## src/rtl/mcu_spi_link.sv

```systemverilog
// SPI slave link between the board MCU and the core: deserialises MCU frames,
// routes bytes to one of four command targets and returns their replies on MISO.
//
//  state  | meaning
//  IDLE   | chip select released, waiting for a fresh select
//  TARGET | receiving the target-select byte
//  CMD    | receiving the command byte (strobed with mcu_start = 1)
//  DATA   | receiving payload bytes (strobed with mcu_start = 0)
module mcu_spi_link #(
   parameter int SYNC_STAGES = 2
) (
   input  logic       clk,
   input  logic       reset,
   input  logic       spi_io_ss,
   input  logic       spi_io_clk,
   input  logic       spi_io_din,
   output logic       spi_io_dout,
   output logic       mcu_sys_strobe,
   output logic       mcu_hid_strobe,
   output logic       mcu_osd_strobe,
   output logic       mcu_sdc_strobe,
   output logic       mcu_start,
   output logic [7:0] mcu_dout,
   input  logic [7:0] mcu_sys_din,
   input  logic [7:0] mcu_hid_din,
   input  logic [7:0] mcu_osd_din,
   input  logic [7:0] mcu_sdc_din,
   output logic       busy
);

   typedef enum logic [1:0] {IDLE, TARGET, CMD, DATA} state_t;
   typedef enum logic [2:0] {
      TGT_SYS  = 3'd0,
      TGT_HID  = 3'd1,
      TGT_OSD  = 3'd2,
      TGT_SDC  = 3'd3,
      TGT_NONE = 3'd4
   } tgt_t;

   logic [SYNC_STAGES-1:0] ss_sync_q, sck_sync_q, din_sync_q;
   logic       ss_s, sck_s, din_s;
   logic       ss_prev_q, sck_prev_q;
   logic       sck_rise, sck_fall, ss_fall;
   state_t     state_q;
   tgt_t       tgt_q, tgt_d;
   logic [7:0] rx_q, rx_d, tx_q, dout_q, reply_d;
   logic [2:0] bitcnt_q;
   logic       done_q, load_pend_q;
   logic [3:0] strobe_q;
   logic       start_q, busy_q;

   assign ss_s  = ss_sync_q[SYNC_STAGES-1];
   assign sck_s = sck_sync_q[SYNC_STAGES-1];
   assign din_s = din_sync_q[SYNC_STAGES-1];

   assign sck_rise = sck_s & ~sck_prev_q;
   assign sck_fall = ~sck_s & sck_prev_q;
   // ss_prev_q resets low so a select already active at reset release never opens a frame
   assign ss_fall  = ss_prev_q & ~ss_s;

   assign rx_d  = {rx_q[6:0], din_s};
   assign tgt_d = (rx_q[7:2] == 6'd0) ? tgt_t'({1'b0, rx_q[1:0]}) : TGT_NONE;

   always_comb begin
      reply_d = 8'h00;
      if (state_q == DATA) begin
         case (tgt_q)
            TGT_SYS: reply_d = mcu_sys_din;
            TGT_HID: reply_d = mcu_hid_din;
            TGT_OSD: reply_d = mcu_osd_din;
            TGT_SDC: reply_d = mcu_sdc_din;
            default: reply_d = 8'h00;
         endcase
      end
   end

   always_ff @(posedge clk or posedge reset) begin
      if (reset) begin
         ss_sync_q   <= '0;
         sck_sync_q  <= '0;
         din_sync_q  <= '0;
         ss_prev_q   <= 1'b0;
         sck_prev_q  <= 1'b0;
         state_q     <= IDLE;
         tgt_q       <= TGT_NONE;
         rx_q        <= 8'h00;
         tx_q        <= 8'h00;
         dout_q      <= 8'h00;
         bitcnt_q    <= 3'd0;
         done_q      <= 1'b0;
         load_pend_q <= 1'b0;
         strobe_q    <= 4'b0000;
         start_q     <= 1'b0;
         busy_q      <= 1'b0;
      end else begin
         ss_sync_q  <= {ss_sync_q[SYNC_STAGES-2:0], spi_io_ss};
         sck_sync_q <= {sck_sync_q[SYNC_STAGES-2:0], spi_io_clk};
         din_sync_q <= {din_sync_q[SYNC_STAGES-2:0], spi_io_din};
         ss_prev_q  <= ss_s;
         sck_prev_q <= sck_s;
         strobe_q   <= 4'b0000;
         start_q    <= 1'b0;
         done_q     <= 1'b0;

         if (ss_s) begin
            state_q     <= IDLE;
            tgt_q       <= TGT_NONE;
            bitcnt_q    <= 3'd0;
            tx_q        <= 8'h00;
            load_pend_q <= 1'b0;
            busy_q      <= 1'b0;
         end else if (state_q == IDLE) begin
            if (ss_fall) begin
               state_q     <= TARGET;
               tgt_q       <= TGT_NONE;
               bitcnt_q    <= 3'd0;
               rx_q        <= 8'h00;
               tx_q        <= 8'h00;
               load_pend_q <= 1'b0;
               busy_q      <= 1'b1;
            end
         end else begin
            busy_q <= 1'b1;
            if (sck_rise) begin
               rx_q     <= rx_d;
               bitcnt_q <= bitcnt_q + 3'd1;
               if (bitcnt_q == 3'd7)
                  done_q <= 1'b1;
            end
            if (sck_fall) begin
               if (load_pend_q) begin
                  tx_q        <= reply_d;
                  load_pend_q <= 1'b0;
               end else begin
                  tx_q <= {tx_q[6:0], 1'b0};
               end
            end
            // reply for this byte is picked up on the next falling edge
            if (done_q) begin
               load_pend_q <= 1'b1;
               case (state_q)
                  TARGET: begin
                     tgt_q   <= tgt_d;
                     state_q <= CMD;
                  end
                  default: begin
                     state_q <= DATA;
                     if (tgt_q != TGT_NONE) begin
                        strobe_q[tgt_q[1:0]] <= 1'b1;
                        start_q              <= (state_q == CMD);
                        dout_q               <= rx_q;
                     end
                  end
               endcase
            end
         end
      end
   end

   assign spi_io_dout    = tx_q[7];
   assign mcu_sys_strobe = strobe_q[0];
   assign mcu_hid_strobe = strobe_q[1];
   assign mcu_osd_strobe = strobe_q[2];
   assign mcu_sdc_strobe = strobe_q[3];
   assign mcu_start      = start_q;
   assign mcu_dout       = dout_q;
   assign busy           = busy_q;

endmodule

```

## config.mk

```make
export PLATFORM = sky130hd
export DESIGN_NAME = mcu_spi_link
export DESIGN_NICKNAME = d
export VERILOG_FILES = /design/src/rtl/mcu_spi_link.sv
export SDC_FILE = /design/constraint.sdc
export NUM_CORES = 1
export LEC_CHECK = 0
export BUFFER_PORTS_ARGS = -buffer_cell sky130_fd_sc_hd__buf_2
export CAP_MARGIN = 25
export CORE_MARGIN = 1.5
export CORE_UTILIZATION = 48
export CTS_CLUSTER_DIAMETER = 30
export DETAILED_ROUTE_END_ITERATION = 7
export PLACE_DENSITY = 0.84
export REMOVE_ABC_BUFFERS = 1
export SYNTH_ARGS = -nofsm -noshare
export SYNTH_HDL_FRONTEND = slang
export SYNTH_SLANG_ARGS = --single-unit
```

## constraint.sdc

```tcl
create_clock -name clk -period 4.2 [get_ports clk]
set_input_delay 0.42 -clock clk [delete_from_list [all_inputs] [get_ports clk]]
set_output_delay 0.42 -clock clk [all_outputs]
set_load 0.02 [all_outputs]
```

==> impl_results.md, run 1 <==
* DRT antenna net count at 0
* DRC viols at 0
* H-tree depth at 2
* Power, Total at between 700 and 800 uW
* Placer Congestion at 0.751
* Endpoint type of the worst setup path: flop
* Headroom to the max-slew limit at 39.6%
* CTS Buf Count at 5
* Maximum vdd drop at 0.000201 V
* Number of max-cap violations at 0
* Maximum buffer depth of the clock tree at 2
* Buffer count from post-CTS setup fixing at 0
* Startpoint Class: flop
* Fmax at 494 MHz
* Final setup fails at 0
* Reg2Reg Setup Slack at 2180 ps
* DP Cell Count at around 250
* Clk Latency, worst-skew pair at about 300 ps
* PwrDens at 309 mW/mm^2
* Most common cell after layout, fill and taps aside: buf_2
* Vias at 1478
* Worst endpoint required time at 4380 ps
* Status: completed
* Post-Layout Cell Count at 257
* First-pass GRT wire length at 6600 um
* WP data arrival at 2210 ps
* FFs w/ async S/R, synth at 100%
* Core area at 0.00438 mm^2
* Area of the die at approximately 0.005 mm^2
* Final Hold Vio Count at 0
* Ant diodes at 0
* Clock transition at path regs at 80 ps
* Slowest library cell on the worst path: nor3b_2
* Pleak at roughly 0.0012 uW
* Port buffer count at 51
* Hold Path Class: primary input to flop
* Worst path cell trace: nor3b_2 -> a22oi_1 -> a22o_1
* DR iter-0 viols at 88
* Final #Nets at between 200 and 250
* CP max stage delay at 780 ps
* # fillers at 368
* GR Overflow Total at 0
* Root Driver: clkbuf_8
* Yosys warnings at 0
* P&R area growth vs syn at 15.9%
* Most frequent cells in the layout: buf_2, dfrtp_1, inv_1
* Worst Tran Pin Value at approximately 900 ps
* Final max-slew violation count at 0
* Routed wire length at 3920 um
* EDFF count, synth at 0
* Register bit total from synthesis at 48
* Reg area at ~0.0012 mm^2
* Vias per cell at 5.75
* Multi-input combinational cell area at 862 um^2
* Primary FF master, synth: dfrtp_1
* Initial Utilization at about half
* Tot GR Track Use at 17.0%
* Number of antenna violations at the first check in global routing at 0
* Vert. Die Dim at 70.6 um
* Fin Clk Skew at 6.54 ps
* Synthesized instance count at 157
* TNS Setup at 0 ps
* Post-CTS sizing at 0
* Vias in the first global route at 1375
* Synth area leader: dfrtp_1
* RSZ-0062 raised after global routing: false
* Ranking of synthesized cells by area: dfrtp_1, mux4_1, mux2_2, a22o_1, a2111oi_2
* Largest net degree at the start of global routing at 49
* Post-route minimum period at 2020 ps
* CTS tree: built
* Routed wire per std cell at between 15 and 20 um
* WS Path Type: flop to flop
* Ports at 52
* Iteration count of the initial detailed-routing pass at 4
* CP max FO at 12
* Layout cells sized above 1 at around 40%
* Library cells used by synthesis at 42
* Number of cell rows at 24
* Clk sink count at 48
* Dpl hpwl at 2820 um
* Tcrit/Tclk final at 48.2%
* Sequential fraction of the synthesis area at 54.8%
* Die W at 70.6 um
* Mapped Avg Cell Area at 14.0 um^2
* Post-Synthesis Cell Area at about 0.0022 mm^2
* Synth top area share at 53.6%
[area by class of cell]
type | instances | share of cell area (%)
inverters | 13 | 1.92
flip-flops and latches | 48 | 47.3
repair buffers | 53 | 11.2
clock inverters | 1 | 0.197
clock buffers | 6 | 2.86
well taps | 52 | 2.56
multi-input cells | 84 | 33.9
[critical path: cells and delay by family, from the launching register on]
kind | cells | cell delay [ps]
AND/OR/NAND/NOR | 1 | 780
AO/OA/AOI/OAI | 2 | 670
flip-flops | 1 | 470
[worst paths after layout]
kind | startpoint | to | depth (start not counted)
min | spi_io_clk | sck_sync_q[0] | 1
max | state_q[1] | rx_q[1] | 3
max in group asynchronous | reset | tgt_q[2] | 4
max reg2reg | state_q[1] | rx_q[1] | 3
min in group asynchronous | reset | mcu_start | 3
min reg2reg | ss_sync_q[0] | ss_sync_q[1] | 0
[registers in the layout (all words and copies together), names as in the netlist, 2 cells and up]
signal	cells
state_q	2
bitcnt_q	3
rx_q	8
tx_q	8
tgt_q	3
mcu_dout	8
sck_sync_q	2
din_sync_q	2
strobe_q	4
ss_sync_q	2
[cells in the mapped netlist (2+ instances only)]
master     number
a21oi_1         5
clkbuf_1        4
dfrtp_1        47
nor2b_1         3
and3_1          3
a211oi_1        2
mux2i_1         2
mux4_2          4
nor2_1          3
nor3b_1         2
a221o_1         7
buf_2           3
a22o_1         11
mux4_1          4
mux2_2          9
buf_6           2
nor4_1          2
ha_1            2
a2111oi_2       6
nand2_1         2
inv_1          13
[per-layer routing]
layer | up-vias | wire (um) | global-route usage [%] | share of wire (%)
li1 | 692 | - | - | -
met1 | 721 | 1740 | 23.6 | 44
met2 | 61 | 1780 | 25.8 | 45
met3 | 4 | 347 | 5.70 | 8.8
met4 | 0 | 58 | 5.66 | 1.5
met5 | - | 0 | 0 | 0
[power breakdown]
| part | switching (uW) | total [uW] | internal, uW | leakage (uW) |
|---|---|---|---|---|
| Clock | 138 | 252 | 113 | 0.0000410 |
| Combinational | 31.3 | 58.6 | 27.3 | 0.000557 |
| Sequential | 7.63 | 476 | 468 | 0.000645 |
| Total | 177 | 786 | 609 | 0.00124 |
[cell families after synthesis]
logic type	Yosys count	share of synthesized area (%)
flip-flops	48	54.8
AO/OA/AOI/OAI	38	16.3
buffers and inverters	25	5.88
AND/OR/NAND/NOR	25	7.42
multiplexers	19	14.4
adder cells (fa/ha/maj)	2	1.14
[what timing repair did]
action | 4_1_cts | 5_1_grt
endpoints found under the hold margin | 0 | 2
hold buffers | 0 | 1
setup endpoints to repair | 0 | 0
[metrics by stage]
stage,hold slack (ps),area [um^2],worst slack (ps),util [%]
after floorplan,331,2110,2460,-
after global placement,332,2430,2230,55.5
after detailed placement,340,2430,2160,55.5
after CTS,217,2510,2160,57.3
after global routing,217,2540,1980,58.0
final,226,2540,2180,58.0
No activity file was read; power rests on OpenSTA's default activity.
==> inputs of run 2 (changes only) <==
--- a/config.mk
+++ b/config.mk
@@ -11,7 +11,7 @@
 export CORE_UTILIZATION = 48
 export CTS_CLUSTER_DIAMETER = 30
 export DETAILED_ROUTE_END_ITERATION = 7
-export PLACE_DENSITY = 0.84
+export PLACE_DENSITY = 0.86
 export REMOVE_ABC_BUFFERS = 1
 export SYNTH_ARGS = -nofsm -noshare
 export SYNTH_HDL_FRONTEND = slang
==> constraint.sdc (replaced) <==
create_clock -name clk -period 1.8 [get_ports clk]
set_input_delay 0.18 -clock clk [delete_from_list [all_inputs] [get_ports clk]]
set_output_delay 0.18 -clock clk [all_outputs]
set_load 0.02 [all_outputs]
==> run 2 against run 1 <==
Net effect: first-iteration DRC count increased by 11%; clock power increased by 140%; via count increased by 3.0%; critical path depth unchanged; global-route usage increased by 1.1 points; sequential share of layout area decreased by 1.7 points; fmax increased by 24%; core utilization increased by 2.1 points; critical path type unchanged; critical endpoint is now tx_q[6]; largest cell class unchanged; largest power group unchanged; highest routed layer unchanged.
==> impl_results.md, run 2 (synthesis gave the netlist of run 1 again) <==
* Status: completed
* Placer Congestion at 0.844 (+12%)
* Ant diodes at 0 (unchanged)
* Dpl hpwl at 3140 um (+11%)
* Number of antenna violations at the first check in global routing at 0 (unchanged)
* CTS tree: built
* Vias in the first global route at 1484 (+7.9%)
* R2R depth at 3 (unchanged)
* Routed wire length at 4190 um (+6.8%)
* CP max FO at 12 (unchanged)
* Worst Tran Pin Value at 547 ps (-357 ps)
* DP Cell Count at 256 (+3.2%)
* TNS Setup at 0 ps (unchanged)
* Most common cell after layout, fill and taps aside: buf_2
* Fmax at 612 MHz (+24%)
* Vias per cell at 5.68 (-1.2%)
* Port buffer count at 51 (unchanged)
* Ports at 52 (unchanged)
* Number of max-cap violations at 0 (unchanged)
* P&R area growth vs syn at 20.1%
* First-pass GRT wire length at 7080 um (+7.3%)
* Maximum vdd drop at 0.000525 V (+160%)
* Number of cell rows at 24 (unchanged)
* Headroom to the max-slew limit at 63.5% (+24 points)
* Vert. Die Dim at 70.6 um (unchanged)
* Largest net degree at the start of global routing at 29 (-41%)
* WS Path Type: flop to flop
* Worst endpoint required time at 2040 ps (-2340 ps)
* Clk Latency, worst-skew pair at 300 ps (about the same)
* DRC viols at 0 (unchanged)
* Hold Path Depth at 3 (+2)
* H-tree depth at 2 (unchanged)
* GR Overflow Total at 0 (unchanged)
* DR iter-0 viols at 98 (+11%)
* Post-route minimum period at 1630 ps (-390 ps)
* Most frequent cells in the layout: buf_2, dfrtp_1, inv_1
* Endpoint type of the worst setup path: flop
* Core area at 0.00438 mm^2 (unchanged)
* Final setup fails at 0 (unchanged)
* Hold_sp: mcu_sdc_din[0]
* Final max-slew violation count at 0 (unchanged)
* Reg2Reg Capture Point: tx_q[6]
* Area of the die at 0.00498 mm^2 (unchanged)
* Hold Path Class: primary input to flop
* Placed inst area at 0.00251 mm^2 (+3.0%)
* Maximum buffer depth of the clock tree at 2 (unchanged)
* WP data arrival at 1870 ps (-340 ps)
* WHS Endpoint: tx_q[0]
* Sw frac at 22.8% (+0.29 points)
* Fin Clk Skew at 14.1 ps (+7.55 ps)
* Combinational share of power at 8.4% (+0.9 points)
* PwrDens at 709 mW/mm^2 (+130%)
* Vias at 1523 (+3.0%)
* Design Area, Final at 0.00264 mm^2 (+3.7%)
* Routed wire per std cell at 15.6 um (+2.4%)
* Clk sink count at 48 (unchanged)
* Pleak at 0.00129 uW (+4.2%)
* Reg power frac at 59.3% (-1.2 points)
* DRT antenna net count at 0 (unchanged)
* Initial Utilization at 50.0% (unchanged)
* Startpoint Class: flop
* Root Driver: clkbuf_8
* Layout cells sized above 1 at 42.6% (+2.1 points)
* Iteration count of the initial detailed-routing pass at 4 (unchanged)
* Reg2Reg Setup Slack at 170 ps (-2010 ps)
* Final Hold Vio Count at 0 (unchanged)
* Tot GR Track Use at 18.1% (+1.1 points)
* P_sw at 426 uW (+140%)
* CTS Buf Count at 5 (unchanged)
* Final #Nets at 254 (+4.1%)
* Tcrit/Tclk final at 90.7% (+43 points)
* Clock transition at path regs at 90 ps (about the same)
* Post-Layout Cell Count at 268 (+4.3%)
* Clk pwr share at 32.3% (+0.3 points)
* Reg2reg start: state_q[1]
* Internal power at 1440 uW (+140%)
* RSZ-0062 raised after global routing: false
* Die W at 70.6 um (unchanged)
-- run 2: cell types whose count changed in the layout (fill, tap and decap cells not counted), sizes merged --
cell,delta
clkbuf,+1
dlygate4sd3,+3
buf,+7
-- run 2: cell type report --
class / count / area [um^2]
Sequential cell: 48 / 1200
Fill cell: 368 / 1750
Clock buffer: 7 / 76.3
Inverter: 13 / 48.8
Clock inverter: 1 / 5.00
Timing Repair Buffer: 63 / 368
Tap cell: 52 / 65.1
Multi-Input combinational cell: 84 / 870
-- run 2: timing repair --
action | in CTS | in global routing
setup endpoints to repair | 0 | 11
gates resized for setup | 0 | 2
buffers inserted | 0 | 0
hold buffers | 4 | 0
endpoints found under the hold margin | 23 | 0
-- run 2: worst max-delay path, cell delays in order, from the launching register on --
cell,delay [ps]
dfrtp_1,480
or2_1,470
a2111oi_0,450
a221o_1,180
-- run 2: metal layers --
| layer | part of all wire, % | GRT usage (%) |
|---|---|---|
| met4 | 0.60 | 3.77 |
| met2 | 49 | 30.6 |
| met1 | 43 | 23.4 |
| met5 | 0 | 0 |
| met3 | 7.7 | 5.70 |
-- run 2: power groups by stage --
stage          Combinational (uW)  Sequential (uW)  Clock [uW]
2_1_floorplan                74.6             1130           0
3_3_place_gp                  145             1130           0
3_5_place_dp                  151             1130           0
4_1_cts                       158             1110         618
5_1_grt                       175             1110         659
6_report                      157             1110         603
-- run 2: worst max path at each step --
stage | start | endpoint | slack [ps]
finish | state_q[1] | tx_q[6] | 170
global route | state_q[0] | tx_q[6] | 40
CTS | sck_sync_q[1] | tx_q[6] | 20
detailed placement | sck_sync_q[1] | tx_q[6] | 30
global placement | sck_sync_q[1] | tx_q[7] | 110
floorplan | state_q[1] | rx_q[0] | 60
-- run 2: through the flow --
step           hold slack (ps)  setup slack, ps  total power [uW]  util [%]
3_5_place_dp               212             29.5              1280      57.2
5_1_grt                    343             44.7              1940      60.1
2_1_floorplan              211             63.7              1200         -
6_report                   329              167              1870      60.1
4_1_cts                    324             18.2              1880      59.9
3_3_place_gp               206              109              1270      57.2
==> inputs of run 3 (changes only) <==
--- a/config.mk
+++ b/config.mk
@@ -11,8 +11,9 @@
 export CORE_UTILIZATION = 48
 export CTS_CLUSTER_DIAMETER = 30
 export DETAILED_ROUTE_END_ITERATION = 7
-export PLACE_DENSITY = 0.86
+export PLACE_DENSITY = 0.72
 export REMOVE_ABC_BUFFERS = 1
+export SLEW_MARGIN = 20
 export SYNTH_ARGS = -nofsm -noshare
 export SYNTH_HDL_FRONTEND = slang
 export SYNTH_SLANG_ARGS = --single-unit
==> run 3 against run 2 <==
Net effect: setup slack better by 21 ps; via count about the same; flip-flop and latch count did not move; first-iteration DRC count fell by 24%; clock-buffer cell count did not move; fmax increased by 1.3%; core utilization is 0.057 points higher; hold slack worse by 4.3 ps; die area did not move; clock power is 9.0% higher; global-route usage grew 1.3 points; critical path type unchanged; largest power group unchanged.
==> impl_results.md, run 3 (synthesis gave the netlist of run 1 again) <==
* Status: completed
* Buffer count from post-CTS setup fixing at 0 (unchanged)
* H-tree depth at 2 (unchanged)
* Vias in the first global route at 1581 (+6.5%)
* CTS tree: built
* Hold Path Class: primary input to flop
* Maximum buffer depth of the clock tree at 2 (unchanged)
* Most common cell after layout, fill and taps aside: buf_2
* Ports at 52 (unchanged)
* Tot GR Track Use at 19.4% (+1.3 points)
* PwrDens at 728 mW/mm^2 (+2.7%)
* Headroom to the max-slew limit at 64.8% (+1.3 points)
* Dpl hpwl at 3190 um (+1.6%)
* Routed wire length at 4410 um (+5.3%)
* GR Overflow Total at 0 (unchanged)
* # fillers at 374 (+1.6%)
* Vias at 1524 (+0.066%)
* Reg2Reg Setup Slack at 190 ps (+20 ps)
* Root Driver: clkbuf_8
* Clock transition at path regs at 80 ps (about the same)
* CTS Buf Count at 5 (unchanged)
* Clk sink count at 48 (unchanged)
* Post-route minimum period at 1610 ps (-20.8 ps)
* TNS Setup at 0 ps (unchanged)
* Endpoint type of the worst setup path: flop
* Tcrit/Tclk final at 89.6% (-1.2 points)
* DRT antenna net count at 0 (unchanged)
* Clk Latency, worst-skew pair at 300 ps (about the same)
* Port buffer count at 51 (unchanged)
* DRC viols at 0 (unchanged)
* Fmax at 620 MHz (+1.3%)
* Ant diodes at 0 (unchanged)
* Number of max-cap violations at 0 (unchanged)
* Routed wire per std cell at 16.5 um (+5.3%)
* DR iter-0 viols at 74 (-24%)
* WS Path Type: flop to flop
* Core area at 0.00438 mm^2 (unchanged)
* Number of cell rows at 24 (unchanged)
* P&R area growth vs syn at 20.3% (about the same)
* Maximum vdd drop at 0.000482 V (-8.3%)
* Largest net degree at the start of global routing at 24 (-17%)
* Iteration count of the initial detailed-routing pass at 4 (unchanged)
* CP max FO at 7 (-5)
* Final #Nets at 254 (unchanged)
* Number of antenna violations at the first check in global routing at 0 (unchanged)
* Placer Congestion at 0.799 (-5.3%)
* Power, Total at 1920 uW (+2.8%)
* Die W at 70.6 um (unchanged)
* Vias per cell at 5.69 (about the same)
* Worst Tran Pin Value at 528 ps (-19.5 ps)
* Startpoint Class: flop
* Area of the die at 0.00498 mm^2 (unchanged)
* Layout cells sized above 1 at 43.1% (+0.46 points)
* Vert. Die Dim at 70.6 um (unchanged)
* Initial Utilization at 50.0% (unchanged)
* Pleak at 0.00129 uW (-0.23%)
* Final setup fails at 0 (unchanged)
* RSZ-0062 raised after global routing: false
* WP data arrival at 1800 ps (-70 ps)
* Most frequent cells in the layout: buf_2, dfrtp_1, inv_1
* Worst endpoint required time at 1990 ps (-50 ps)
* Fin Clk Skew at 5.74 ps (-8.34 ps)
* Placed inst area at 0.00249 mm^2 (-0.50%)
* First-pass GRT wire length at 7420 um (+4.8%)
* Final max-slew violation count at 0 (unchanged)
* Final Hold Vio Count at 0 (unchanged)
* Design Area, Final at 0.00264 mm^2 (about the same)
run 3: final cells by class:
| cell class | instances | area, um^2 | area share [%] |
|---|---|---|---|
| Clock buffer | 7 | 86.3 | 3.27 |
| Clock inverter | 1 | 7.51 | 0.285 |
| Inverter | 13 | 48.8 | 1.85 |
| Multi-Input combinational cell | 84 | 872 | 33.1 |
| Sequential cell | 48 | 1200 | 45.6 |
| Tap cell | 52 | 65.1 | 2.47 |
| Timing Repair Buffer | 63 | 355 | 13.5 |
run 3: worst paths after layout:
path / startpoint / to / cells past startpoint
max: tgt_q[0] / tx_q[4] / 3
min: mcu_sys_din[2] / tx_q[2] / 3
max reg2reg: tgt_q[0] / tx_q[4] / 3
min reg2reg: sck_sync_q[0] / sck_sync_q[1] / 0
max in group asynchronous: reset / tx_q[7] / 4
min in group asynchronous: reset / din_sync_q[1] / 3
run 3: per-stage QoR:
| stage | cells | hold WS, ps | worst slack, ps | util [%] |
|---|---|---|---|---|
| after global routing | 268 | 335 | 52.6 | 60.2 |
| after global placement | 256 | 200 | 192 | 56.9 |
| after floorplan | 145 | 211 | 63.7 | - |
| after detailed placement | 256 | 217 | 84.4 | 56.9 |
| after CTS | 268 | 316 | 66.2 | 59.9 |
| final | 268 | 324 | 188 | 60.2 |
run 3: per-layer routing:
metal	GRT usage (%)	up-vias	wire length, um
li1	-	709	-
met1	24.8	773	1900
met2	32.3	35	2230
met3	4.84	7	217
met4	7.34	0	68
met5	0	-	0
run 3: power by group:
group / switching, uW / leakage (uW) / internal (uW)
Sequential: 14.5 / 0.000645 / 1090
Combinational: 82.7 / 0.000602 / 72.6
Clock: 345 / 0.0000445 / 312
Total: 442 / 0.00129 / 1480
run 3: repair_timing:
| action | 4_1_cts | 5_1_grt |
|---|---|---|
| endpoints found under the setup margin | 0 | 11 |
| resized for setup | 0 | 2 |
| hold endpoints to repair | 23 | 0 |
| hold buffers | 4 | 0 |
run 3: worst max-delay path, cell delays in order, from the launching register on:
cell and delay [ps]:
dfrtp_1 440, buf_4 210, mux4_1 560, a221o_1 300
